==> config.mk <==
export PLATFORM = sky130hd
export DESIGN_NAME = aes_key_sched_ctrl
export DESIGN_NICKNAME = d
export VERILOG_FILES = /design/src/rtl/aes_key_sched_ctrl.sv
export SDC_FILE = /design/constraint.sdc
export NUM_CORES = 1
export LEC_CHECK = 0
export ABC_CLOCK_PERIOD_IN_PS = 2200
export CORE_AREA = 3 3 53 60
export CTS_BUF_LIST = sky130_fd_sc_hd__clkbuf_16
export CTS_CLUSTER_SIZE = 12
export DETAILED_ROUTE_END_ITERATION = 12
export DIE_AREA = 0 0 56 63
export GPL_ROUTABILITY_DRIVEN = 1
export PLACE_DENSITY = 0.89
export SYNTH_ARGS = -nofsm -noshare
export SYNTH_HDL_FRONTEND = slang
export SYNTH_SLANG_ARGS = --single-unit
export TNS_END_PERCENT = 5
==> constraint.sdc <==
create_clock -name i_clk -period 2.2 [get_ports i_clk]
set_input_delay 0.22 -clock i_clk [delete_from_list [all_inputs] [get_ports i_clk]]
set_output_delay 0.22 -clock i_clk [all_outputs]
set_load 0.01 [all_outputs]
==> src/rtl/aes_key_sched_ctrl.sv <==
// rtl/aes_key_sched_ctrl.sv - AES-128 round-key schedule sequencer with shared S-box arbitration
module aes_key_sched_ctrl #(
    parameter int          NUM_RND   = 10,
    parameter logic [7:0]  RCON_INIT = 8'h01,
    parameter int          SBOX_LAT  = 1,
    parameter int          MAX_WAIT  = 4
) (
    input  logic       i_clk,
    input  logic       i_rst,
    input  logic       i_start,
    input  logic       i_abort,
    input  logic       i_rk_ready,
    input  logic       i_sbox_dp_req,
    output logic       o_sbox_dp_gnt,
    output logic       o_sbox_kg_gnt,
    output logic       o_gen_key,
    output logic       o_next_rnd,
    output logic [7:0] o_r_con,
    output logic [3:0] o_rnd_idx,
    output logic       o_rk_valid,
    output logic       o_busy,
    output logic       o_done
);

    typedef enum logic [2:0] {
        S_IDLE, S_LOAD, S_PRESENT, S_REQ_SBOX, S_SUB_WAIT, S_EXPAND, S_DONE
    } state_t;

    localparam logic [3:0] LAST_RND  = 4'(NUM_RND);
    localparam logic [3:0] WAIT_LAST = 4'(MAX_WAIT - 1);
    localparam logic [1:0] LAT_LAST  = 2'(SBOX_LAT - 1);

    state_t     r_state;
    logic [7:0] r_con;
    logic [3:0] r_rnd_idx;
    logic [3:0] r_wait_cnt;
    logic [1:0] r_lat_cnt;
    logic       r_gen_key;
    logic       r_next_rnd;
    logic       r_rk_valid;
    logic       r_kg_gnt;
    logic       r_busy;
    logic       r_done;

    function automatic logic [7:0] xtime(input logic [7:0] x);
        return {x[6:0], 1'b0} ^ (x[7] ? 8'h1b : 8'h00);
    endfunction

    // Flag registers hold the value belonging to the state being entered.
    always_ff @(posedge i_clk) begin
        if (i_rst || (i_abort && r_state != S_IDLE)) begin
            r_state    <= S_IDLE;
            r_con      <= RCON_INIT;
            r_rnd_idx  <= '0;
            r_wait_cnt <= '0;
            r_lat_cnt  <= '0;
            r_gen_key  <= 1'b0;
            r_next_rnd <= 1'b0;
            r_rk_valid <= 1'b0;
            r_kg_gnt   <= 1'b0;
            r_busy     <= 1'b0;
            r_done     <= 1'b0;
        end else begin
            r_gen_key  <= 1'b0;
            r_next_rnd <= 1'b0;
            r_done     <= 1'b0;
            r_rk_valid <= 1'b0;
            r_kg_gnt   <= 1'b0;
            case (r_state)
                S_IDLE: begin
                    r_con     <= RCON_INIT;
                    r_rnd_idx <= '0;
                    if (i_start && !i_abort) begin
                        r_state   <= S_LOAD;
                        r_gen_key <= 1'b1;
                        r_busy    <= 1'b1;
                    end
                end
                S_LOAD: begin
                    r_state    <= S_PRESENT;
                    r_rk_valid <= 1'b1;
                end
                S_PRESENT: begin
                    if (i_rk_ready) begin
                        if (r_rnd_idx == LAST_RND) begin
                            r_state <= S_DONE;
                            r_done  <= 1'b1;
                        end else begin
                            r_state <= S_REQ_SBOX;
                        end
                    end else begin
                        r_rk_valid <= 1'b1;
                    end
                end
                S_REQ_SBOX: begin
                    // Defer to the datapath, but never longer than MAX_WAIT cycles.
                    if (!i_sbox_dp_req || r_wait_cnt == WAIT_LAST) begin
                        r_wait_cnt <= '0;
                        r_lat_cnt  <= '0;
                        r_state    <= S_SUB_WAIT;
                        r_kg_gnt   <= 1'b1;
                    end else begin
                        r_wait_cnt <= r_wait_cnt + 4'd1;
                    end
                end
                S_SUB_WAIT: begin
                    if (r_lat_cnt == LAT_LAST) begin
                        r_state    <= S_EXPAND;
                        r_next_rnd <= 1'b1;
                    end else begin
                        r_lat_cnt <= r_lat_cnt + 2'd1;
                        r_kg_gnt  <= 1'b1;
                    end
                end
                S_EXPAND: begin
                    r_rnd_idx  <= r_rnd_idx + 4'd1;
                    r_con      <= xtime(r_con);
                    r_state    <= S_PRESENT;
                    r_rk_valid <= 1'b1;
                end
                default: begin
                    r_state <= S_IDLE;
                    r_busy  <= 1'b0;
                end
            endcase
        end
    end

    // Abort must silence pulses and grants in the very cycle it is raised.
    assign o_gen_key     = r_gen_key  & ~i_abort;
    assign o_next_rnd    = r_next_rnd & ~i_abort;
    assign o_rk_valid    = r_rk_valid & ~i_abort;
    assign o_sbox_kg_gnt = r_kg_gnt   & ~i_abort;
    assign o_done        = r_done     & ~i_abort;
    assign o_sbox_dp_gnt = i_sbox_dp_req & (r_state != S_SUB_WAIT);
    assign o_busy        = r_busy;
    assign o_r_con       = r_con;
    assign o_rnd_idx     = r_rnd_idx;

endmodule

After elaboration in Yosys (flattened, before gate mapping)
Index checks and enable logic that the tools add are counted.
{"block": "classes", "add_sub_neg": 3, "n_eq_ne": 13, "n_mux": 23, "n_bitwise": 13, "n_reduce_logical": 19}
{"cell": "8-bit case mux with 2 select lines", "n": 1}
{"cell": "3-bit two-way mux", "n": 5}
{"cell": "3-bit case mux with 5 select lines", "n": 1}
{"cell": "2-bit inequality test (second input constant)", "n": 5}
{"cell": "4-bit by 1-bit adder with 4-bit output (second input constant)", "n": 2}
{"cell": "4-bit case mux with 2 select lines", "n": 1}
{"cell": "8-bit by 5-bit bitwise XOR with 8-bit output", "n": 1}
{"cell": "1-bit two-way mux", "n": 7}
{"cell": "1-bit AND", "n": 6}
{"cell": "3-bit by 2-bit equality test with 1-bit output (second input constant)", "n": 2}
{"cell": "3-bit equality test (second input constant)", "n": 2}
{"cell": "1-bit NOT", "n": 6}
{"cell": "1-bit case mux with 2 select lines", "n": 3}
{"cell": "2-bit OR reduction", "n": 3}
{"cell": "5-bit two-way mux", "n": 1}
{"cell": "5-bit OR reduction", "n": 1}
{"cell": "4-bit by 2-bit equality test with 1-bit output (second input constant)", "n": 1}
{"cell": "4-bit equality test (second input constant)", "n": 1}
{"cell": "2-bit two-way mux", "n": 2}
{"cell": "4-bit two-way mux", "n": 1}
{"cell": "2-bit case mux with 2 select lines", "n": 1}
{"cell": "4-bit AND reduction", "n": 1}
{"cell": "2-bit nonzero test", "n": 2}
{"cell": "3-bit by 1-bit equality test with 1-bit output (second input constant)", "n": 1}
{"cell": "11 further kinds", "n": 14}
{"block": "word_totals", "register_bits": 27, "output_inout_bits": 19, "word_cells": 82}

Depth between registers and ports, before layout
{"block": "depth", "ltp_word": 4, "ltp_mapped": 6, "mapped_depth_nobuf": 5}

Worst setup path before layout
No wires, ideal clock.
{"block": "synth_path", "path_kind": "flip-flop to flip-flop", "from": "register r_wait_cnt[0]", "to": "register r_lat_cnt[0]", "setup_ns": 0.134, "arrival_ns": 1.216, "required_time_ns": 2.066, "path_slack_ns": 0.850, "stages_incl_launch_ff": 5, "n_path_buf": 0, "synth_period_minus_slack_ns": 1.350, "cell_sequence": "dfxtp_1 ha_1 or3b_1 a21oi_2 o32ai_1"}
{"block": "synth_via", "elab_chain_cells": 4}
{"item": "start, declared", "line_no": "36", "source": "logic [3:0] r_wait_cnt;"}
{"item": "start signal, assigned", "line_no": "103", "source": "r_wait_cnt <= r_wait_cnt + 4'd1;"}
{"item": "4-bit by 2-bit equality test with 1-bit output", "line_no": "97", "source": "if (!i_sbox_dp_req || r_wait_cnt == WAIT_LAST) begin"}
{"item": "1-bit logical OR", "line_no": "97"}
{"item": "2-bit inequality test (no line)"}
{"item": "3-bit AND reduction (no line)"}
{"item": "end signal, assigned", "line_no": "111", "source": "r_lat_cnt <= r_lat_cnt + 2'd1;"}
{"item": "end, declared", "line_no": "37", "source": "logic [1:0] r_lat_cnt;"}
Every way passes these cells.
A chain may end at the register's enable or synchronous reset.

Worst setup path after layout
{"block": "layout_path", "from": "register r_state[0]", "to": "output o_sbox_dp_gnt"}
{"block": "layout_via", "elab_chain_cells": 2}
{"item": "start, declared", "line_no": "33", "source": "state_t r_state;"}
{"item": "start signal, assigned", "line_no": "52", "source": "r_state <= S_IDLE;"}
{"item": "start signal, assigned", "line_no": "74", "source": "r_state <= S_LOAD;"}
{"item": "start signal, assigned", "line_no": "80", "source": "r_state <= S_PRESENT;"}
{"item": "3-bit inequality test", "line_no": "135", "source": "assign o_sbox_dp_gnt = i_sbox_dp_req & (r_state != S_SUB_WAIT);"}
{"item": "1-bit AND", "line_no": "135"}
{"item": "end, declared", "line_no": "14", "source": "output logic o_sbox_dp_gnt,"}
Every way passes these cells.

==> out/metrics.csv <==
stage,metric,value,unit
run_status,outcome,finished clean,
routing,Routed WL per cell,16.03,µm
timing,Final period util,0.9241,
pwr,VDD IR-drop max,0.4494,mV
final_layout,Fill cells,227,
timing,hold_ws,0.4818,ns
clock_network,Num Clock Sinks,27,
routing,First DRT Iteration DRCs,77,
setup_path,"Data arrival, critical path",1.81,ns
clock_network,CTS Buf Count,3,
floorplanning,Die ar.,3528,µm²
logic_synthesis,"flops & latches, synth",27,
floorplanning,I/O pin count,25,
setup_path,Buf/Inv on CP,1,
setup_path,cell family with most CP delay,flip-flops,
hold_path,Hold Path Class,reg2reg,
logic_synthesis,Synth Net Count,170,
timing,Worst slew margin,0.6598,
pwr,total power,1.012,mW
logic_synthesis,yosys warns,0,
timing,worst-margin pin slew,0.5103,ns
clock_network,H-tree depth,1,
logic_synthesis,async set-reset flop share out of synthesis,0,
place,detailed placer's ending HPWL,2346,µm
setup_path,Max stage delay on crit path,0.59,ns
global_routing,initial antenna violation count,0,
floorplanning,initial core utilization,0.5273,
timing,RSZ-0062 raised after global routing,no,
floorplanning,total core area,2703,µm²
timing,min cycle time layout,2.033,ns
flow_run,max-capacitance violation count,0,
logic_synthesis,Cell variety after synth,41,
setup_path,WP data required,1.98,ns
logic_synthesis,mapped cell area,1425,µm²
clock_network,# resized after CTS,0,
setup_path,crit path capture type,primary output,
clock_network,root buffer cell,clkbuf_16,
place,PortBufs,24,
routing,Post-route DRC,0,
final_layout,"most common cell after layout, fill and taps aside",dfxtp_1,
setup_path,CP startpoint kind,register,
global_routing,gr ovfl total,0,
setup_path,worst path cell trace,"nor2_1, nand2_1, and2_1, clkdlybuf4s50_1",
global_routing,largest net degree at the start of global routing,19,
logic_synthesis,Syn Inst Count,160,
clock_network,clock transition at the registers of the reported paths,0.07,ns
global_routing,first-pass GRT wire length,5899,µm
pwr,P_leak,0.6338,nW
timing,"Slew Viols, Final",0,
clock_network,Post-CTS Setup Inserts,0,
final_layout,share of cells above drive strength 1,0.09341,
global_routing,vias in the first global route,1296,
timing,"Setup violations, final",0,
timing,clock skew,0.002421,ns
floorplanning,Die Ht,63,µm
routing,WL final,3447,µm
final_layout,layout net count,193,
setup_path,critical path class,reg2out,
final_layout,"commonest non-fill, non-tap cells in the layout","27 x dfxtp_1, 24 x clkdlybuf4s50_1, 13 x a21oi_1, 12 x nand2_1, 11 x o21ai_0",
setup_path,critical path's slowest cell,dfxtp_1,
final_layout,n_diodes,0,
routing,vias,1250,
routing,Antenna Violating Nets Remaining,0,
clock_network,Max clock buf depth,2,
clock_network,hold-fix buffers at CTS,0,
clock_network,CTS tree,done,
routing,first-pass detailed-route iteration total,6,
clock_network,Clock Latency Late Sink,0.26,ns
routing,DR vias/cell,5.814,
timing,Fin. Hold Viols,0,
final_layout,P&R area growth vs syn,24.32,%
pwr,power per cell area,571.0,nW/µm²
timing,FMAX,491.9,MHz
floorplanning,Rows,20,
logic_synthesis,Post-synth EDFFs,0,
place,gp weighted congestion,0.7682,
logic_synthesis,Main synth FF type,dfxtp_1,
logic_synthesis,register area share after synthesis,0.3793,
global_routing,GRT Resource Usage Total,0.2054,
floorplanning,die width,56,µm
logic_synthesis,syn avg cell area,8.907,µm²
setup_path,critical path peak fanout,10,
timing,setup TNS,0,ns
-- worst register-to-register path: stages (launching register included) --
cell and delay [ns]:
dfxtp_1 0.30, buf_4 0.18, o31ai_2 0.30, nand2b_1 0.34, buf_12 0.27, nor3_1 0.18
-- kinds of logic after synthesis --
group                      count (synthesis)  share of synthesized area
DFF                                       27                     0.3793
xor gates and xnor gates                   4                    0.02986
buffers and inverters                     16                    0.06057
adders and majority gates                  4                    0.03512
and+or+nand+nor                           66                     0.2967
AOI/OAI and AO/OA                         43                     0.1984
-- synthesized netlist by cell type, types with 4 or more instances --
master    count  area share
dfxtp_1      27        0.38
a31oi_1       4       0.018
nor2_1        8       0.021
inv_1         4       0.011
nor3_1        5       0.018
buf_2         9       0.032
a21oi_1      13       0.046
o21ai_0      11       0.039
nand2b_1      5       0.022
nor2b_1       9       0.040
nand3_1       4       0.014
ha_1          4       0.035
nand3b_1      4       0.021
nand2_1      12       0.032
-- power breakdown --
| part | switching, mW | internal, mW |
|---|---|---|
| clock | 0.167 | 0.243 |
| sequential | 0.00632 | 0.495 |
| combinational | 0.0572 | 0.0426 |
| total | 0.231 | 0.781 |
-- per-stage QoR --
step / cell area (µm²) / utilization / cells / worst slack [ns]
final: 1772 / 0.6556 / 215 / 0.1670
after global placement: 1693 / 0.6264 / 211 / 0.4668
after CTS: 1772 / 0.6556 / 215 / 0.1797
after floorplan: 1425 / - / 160 / 0.8496
after detailed placement: 1693 / 0.6264 / 211 / 0.3877
after global routing: 1772 / 0.6556 / 215 / 0.09460
-- final cells by class --
type                            count  area, µm²  area share
Sequential cell                    27      540.5      0.3051
Tap cell                           33      41.29     0.02331
Multi-Input combinational cell    117      798.3      0.4506
Timing Repair Buffer               30      297.8      0.1681
Clock inverter                      1      3.754    0.002119
Inverter                            4      15.01    0.008475
Clock buffer                        3      75.07     0.04237
-- worst paths after layout --
kind	slack, ns	endpoint	cells past startpoint	start
max	0.17	o_sbox_dp_gnt	4	r_state[0]
max reg2reg	0.55	o_rnd_idx[0]	5	r_state[1]
min	0.48	o_r_con[2]	2	o_r_con[1]
min reg2reg	0.48	o_r_con[2]	2	o_r_con[1]
-- state kept, by name, indices dropped and copies added, names as in the netlist --
signal,flops
r_kg_gnt,1
o_rnd_idx,4
o_busy,1
o_r_con,8
r_done,1
r_gen_key,1
r_lat_cnt,2
r_next_rnd,1
r_rk_valid,1
r_state,3
r_wait_cnt,4
-- metal layers --
layer / part of all wire / track usage
met4: 0.025 / 0.09199
met1: 0.44 / 0.2500
met5: 0 / 0
met3: 0.043 / 0.05165
met2: 0.49 / 0.3377
No activity file was read; power rests on OpenSTA's default activity.
